<file path="src/rtl/push_sw_pkg.sv">
// Shared types and defaults for the push-switch debouncer.
package push_sw_pkg;

    typedef enum logic [1:0] {S_LOW, S_RISE, S_HIGH, S_FALL} sw_state_t;

    localparam int unsigned DEFAULT_DEBOUNCE_CYC = 500000;

endpackage

</file>
<file path="src/rtl/push_sw_debounce_ch.sv">
// One switch channel: 2-flop synchronizer feeding a counter-based debounce FSM.
// Fall pulse output exists only when SW_FALL_PULSE_EN is defined.
module push_sw_debounce_ch
    import push_sw_pkg::*;
#(
    parameter int unsigned DEBOUNCE_CYC = DEFAULT_DEBOUNCE_CYC
) (
    input  logic clk,
    input  logic rstb,
    input  logic sw_raw_i,
    output logic level_o,
    output logic rise_o
`ifdef SW_FALL_PULSE_EN
    ,
    output logic fall_o
`endif
);

    localparam int unsigned CNT_W = $clog2(DEBOUNCE_CYC);
    localparam logic [CNT_W-1:0] CntLast = CNT_W'(DEBOUNCE_CYC - 1);
    localparam logic [CNT_W-1:0] CntOne  = CNT_W'(1);

    logic             s1_q, s2_q;
    sw_state_t        state_q, state_d;
    logic [CNT_W-1:0] cnt_q, cnt_d;
    logic             level_q, level_d;
    logic             rise_q, rise_d;
`ifdef SW_FALL_PULSE_EN
    logic             fall_q, fall_d;
`endif

    always_ff @(posedge clk or negedge rstb) begin
        if (!rstb) begin
            s1_q    <= 1'b0;
            s2_q    <= 1'b0;
            state_q <= S_LOW;
            cnt_q   <= '0;
            level_q <= 1'b0;
            rise_q  <= 1'b0;
`ifdef SW_FALL_PULSE_EN
            fall_q  <= 1'b0;
`endif
        end else begin
            s1_q    <= sw_raw_i;
            s2_q    <= s1_q;
            state_q <= state_d;
            cnt_q   <= cnt_d;
            level_q <= level_d;
            rise_q  <= rise_d;
`ifdef SW_FALL_PULSE_EN
            fall_q  <= fall_d;
`endif
        end
    end

    // Any sample disagreeing with the pending level sends the FSM back and discards the count.
    always_comb begin
        state_d = state_q;
        cnt_d   = cnt_q;
        level_d = level_q;
        rise_d  = 1'b0;
`ifdef SW_FALL_PULSE_EN
        fall_d  = 1'b0;
`endif
        unique case (state_q)
            S_LOW: begin
                if (s2_q) begin
                    state_d = S_RISE;
                    cnt_d   = CntOne;
                end
            end
            S_RISE: begin
                if (!s2_q) begin
                    state_d = S_LOW;
                    cnt_d   = '0;
                end else if (cnt_q == CntLast) begin
                    state_d = S_HIGH;
                    cnt_d   = '0;
                    level_d = 1'b1;
                    rise_d  = 1'b1;
                end else begin
                    cnt_d = cnt_q + 1'b1;
                end
            end
            S_HIGH: begin
                if (!s2_q) begin
                    state_d = S_FALL;
                    cnt_d   = CntOne;
                end
            end
            S_FALL: begin
                if (s2_q) begin
                    state_d = S_HIGH;
                    cnt_d   = '0;
                end else if (cnt_q == CntLast) begin
                    state_d = S_LOW;
                    cnt_d   = '0;
                    level_d = 1'b0;
`ifdef SW_FALL_PULSE_EN
                    fall_d  = 1'b1;
`endif
                end else begin
                    cnt_d = cnt_q + 1'b1;
                end
            end
            default: begin
                state_d = S_LOW;
                cnt_d   = '0;
            end
        endcase
    end

    assign level_o = level_q;
    assign rise_o  = rise_q;
`ifdef SW_FALL_PULSE_EN
    assign fall_o  = fall_q;
`endif

endmodule

</file>
<file path="src/rtl/push_sw_debouncer.sv">
// Multi-channel push-switch debouncer; channels are independent instances.
// Define SW_FALL_PULSE_EN to add the sw_fall pulse output.
module push_sw_debouncer
    import push_sw_pkg::*;
#(
    parameter int unsigned NUM_SW       = 2,
    parameter int unsigned DEBOUNCE_CYC = DEFAULT_DEBOUNCE_CYC
) (
    input  logic              clk,
    input  logic              rstb,
    input  logic [NUM_SW-1:0] sw_raw,
    output logic [NUM_SW-1:0] sw_level,
    output logic [NUM_SW-1:0] sw_rise
`ifdef SW_FALL_PULSE_EN
    ,
    output logic [NUM_SW-1:0] sw_fall
`endif
);

    for (genvar i = 0; i < NUM_SW; i++) begin : g_ch
        push_sw_debounce_ch #(
            .DEBOUNCE_CYC(DEBOUNCE_CYC)
        ) u_ch (
            .clk     (clk),
            .rstb    (rstb),
            .sw_raw_i(sw_raw[i]),
            .level_o (sw_level[i]),
            .rise_o  (sw_rise[i])
`ifdef SW_FALL_PULSE_EN
            ,
            .fall_o  (sw_fall[i])
`endif
        );
    end

endmodule

</file>
<file path="config.mk">
export PLATFORM = sky130hd
export DESIGN_NAME = push_sw_debouncer
export DESIGN_NICKNAME = d
export VERILOG_FILES = /design/src/rtl/push_sw_pkg.sv /design/src/rtl/push_sw_debounce_ch.sv /design/src/rtl/push_sw_debouncer.sv
export SDC_FILE = /design/constraint.sdc
export NUM_CORES = 1
export LEC_CHECK = 0
export ABC_AREA = 0
export BUFFER_PORTS_ARGS = -buffer_cell sky130_fd_sc_hd__buf_2
export CORE_UTILIZATION = 55
export CTS_CLUSTER_DIAMETER = 80
export DETAILED_ROUTE_END_ITERATION = 8
export PLACE_DENSITY = 0.76
export SKIP_CTS_REPAIR_TIMING = 1
export SLEW_MARGIN = 10
export SYNTH_ARGS = -nofsm -noshare
export SYNTH_HDL_FRONTEND = slang
export SYNTH_SLANG_ARGS = --single-unit
</file>
<file path="constraint.sdc">
create_clock -name clk -period 1.8 [get_ports clk]
set_input_delay 0.36 -clock clk [delete_from_list [all_inputs] [get_ports clk]]
set_output_delay 0.36 -clock clk [all_outputs]
set_load 0.1 [all_outputs]
</file>
==> qor.yml <==
cts:
  cts.clk_slew.worst_paths_ps: 100
  cts_max_level: 2
  cts.sinks: 50
  cts-buffers-inserted: 5
  root_buffer: "clkbuf_8"
  clock_latency_ps: 320
  cts_tree: "done"
  cts_buffer_depth: 2
floorplanning:
  dieHeight_um: 72.0
  die-area_um2: 5190
  fp.dieW_um: 72.0
  row_count: 25
  start_util_pct: 57.1
  pin_count: 8
  design.core.area_um2: 4720
logic_synthesis:
  syn_nets: 299
  synth-compound-area-share_pct: 15.8
  yosysTopAreaCell: "dfrtp_1"
  synth_top_area_share_pct: 46.4
  synth_edf_count: 0
  synth.area.top_cells: "dfrtp_1, nand3_1, nand2_1"
  syn_inst: 293
  synthXorXnorAreaFrac_pct: 1.53
  ys_seq_area_share_pct: 46.4
  synth_commonest_cells: "dfrtp_1, nand2_1, nand3_1, a21oi_1, o21ai_0"
  ys_seq_elements: 50
  yosys.area_share.simple_pct: 30.3
  synth_top_flop_cell: "dfrtp_1"
  synth_top_family_by_area: "simple AND/OR/NAND/NOR gates"
  synth_most_common_cell: "dfrtp_1"
  ys_types: 48
  synthAdderAreaFrac_pct: 0.928
  syn_area_per_cell_um2: 9.21
  async_flop_share_pct: 100
  muxShareOfSynthArea_pct: 1.21
  syn_area_um2: 2700
  ys_warn_count: 0
drt:
  vias_per_cell: 6.15
  dr_wl_met3_um: 473
  dr.pass1.iters: 5
  ant_nets: 0
  top_layer_used: "met4"
  m1WireLength_um: 2950
  drt_drc_violations_left: 0
  vias: 2510
  drt-initial-drc-count: 212
  wl_met2_um: 3200
  wl_per_cell_um: 16.6
  wirelength_um: 6770
worst_setup_path:
  path_cells: "ha_4, nand4_4, nor4_4, a21o_4, nor3_1, a211o_1"
  start_kind: "register"
  slowest_delay_ps: 440
  crit_fanout: 9
  end_kind: "register"
  arrival_ps: 2050
  cp_data_required_time_ps: 2010
  cp_slowest_cell: "nor4_4"
  critPathKind: "register to register"
sta:
  fin_crit_sh_pct: 102
  hold_slack_ps: -19.1
  final-hold-violation-count: 19
  tns_ps: -48.7
  rsz0062_at_grt: "true"
  slew_headroom_pct: 67.8
  slew_viol_final: 0
  fmax_ghz: 0.543
  fin_crit_ps: 1840
  setup_viol: 2
  worstMarginPinSlew_ps: 487
  setup_slack_ps: -41.7
  skew_ps: 7.26
finish:
  nFillCells: 347
  drive_gt1_share_pct: 27.9
  layoutNonFillerInstCount: 408
  final_core_util_pct: 70.2
  antenna_cells: 0
  area_growth_pct: 23.0
  fin_nets: 346
power:
  p_leak_nw: 1.51
  ir_drop_mv: 0.421
  powerDensity_nw_per_um2: 627
  power_mw: 2.08
placed_design:
  gp_congestion: 0.972
  pre_cts_ws_ps: -69.1
  dp_hpwl_um: 4340
  portBuffers: 7
  dp_cells: 391
global_route:
  antenna_found_initial: 0
  grt_usage_pct: 26.5
  grt_max_degree: 32
  first_global_vias: 2255
  grt_overflow: 0
  grt_pass1_wl_um: 10600
job:
  drv_cap: 0
status:
  status: "finished, violations left"
  violations: "negative hold slack, negative setup slack"
worst_hold_path:
  min_path_type: "input port to asynchronous set/reset pin"
[flip-flops by register name, summed over array words and instances, names as in the netlist, named ones only]
signal	count
g_ch.u_ch.cnt_q	38
g_ch.u_ch.state_q	2
g_ch.u_ch.s2_q	2
g_ch.u_ch.level_o	2
g_ch.u_ch.rise_o	2
g_ch.u_ch.s1_q	2
[routing by layer]
layer / up-vias / track usage, %
met1: 1204 / 36.1
met5: - / 0
met3: 15 / 5.00
met4: 0 / 9.59
li1: 1167 / -
met2: 124 / 42.5
[worst max-delay path: cells and delay by family (launching register included)]
kind | cells | cell delay (ps)
simple gates | 3 | 610
compound gates | 2 | 530
flops | 1 | 410
fa+ha+maj | 1 | 180
[area by class of cell]
cell class,instances,area (um2),area share [%]
Clock inverter,3,25.0,0.754
Clock buffer,5,68.8,2.07
Timing Repair Buffer,54,404,12.2
Multi-Input combinational cell,221,1450,43.7
Inverter,8,30.0,0.905
Sequential cell,50,1250,37.8
Tap cell,67,83.8,2.53
[report_power, final]
group	internal [mW]	leakage, nW	total [mW]	switching, mW
clock network	0.281	0.0447	0.696	0.415
logic	0.0930	0.789	0.218	0.125
registers	1.14	0.673	1.17	0.0227
total	1.52	1.51	2.08	0.562
[path summary, 6_finish.rpt]
| path | cells past startpoint | slack, ps | startpoint | endpoint |
|---|---|---|---|---|
| setup reg to reg | 6 | -40 | g_ch[0].u_ch.cnt_q[1] | g_ch[0].u_ch.cnt_q[13] |
| max in group asynchronous | 2 | 1270 | rstb | g_ch[1].u_ch.cnt_q[9] |
| hold reg to reg | 0 | 360 | g_ch[1].u_ch.s1_q | g_ch[1].u_ch.s2_q |
| min in group clk | 1 | 150 | sw_raw[1] | g_ch[1].u_ch.s1_q |
| hold / removal | 1 | -20 | rstb | g_ch[0].u_ch.cnt_q[12] |
| setup / recovery | 6 | -40 | g_ch[0].u_ch.cnt_q[1] | g_ch[0].u_ch.cnt_q[13] |
[cell families after synthesis]
kind of cell / count (synthesis)
AO/OA/AOI/OAI: 65
XOR/XNOR: 3
adder cells (fa/ha/maj): 2
buffers and inverters: 22
flip-flops: 50
multiplexers: 3
AND/OR/NAND/NOR: 148
[through the flow]
step / instance area (um2) / hold WS (ps)
final: 3320 / -19.1
after global routing: 3320 / 27.3
after CTS: 3130 / -0.705
after detailed placement: 3040 / 338
after global placement: 3040 / 337
after floorplan: 2700 / 64.4
[layout by cell type, fill, tap and decap left out, types with 8 or more instances in the layout]
cell type  instances
a21oi_1           19
buf_4             45
dfrtp_1           47
inv_1              8
nand2_1           38
nand3_1           33
nor2_1             9
nor3_1             9
or3_1             12
Note: power is estimated with default switching activity, not from simulation.
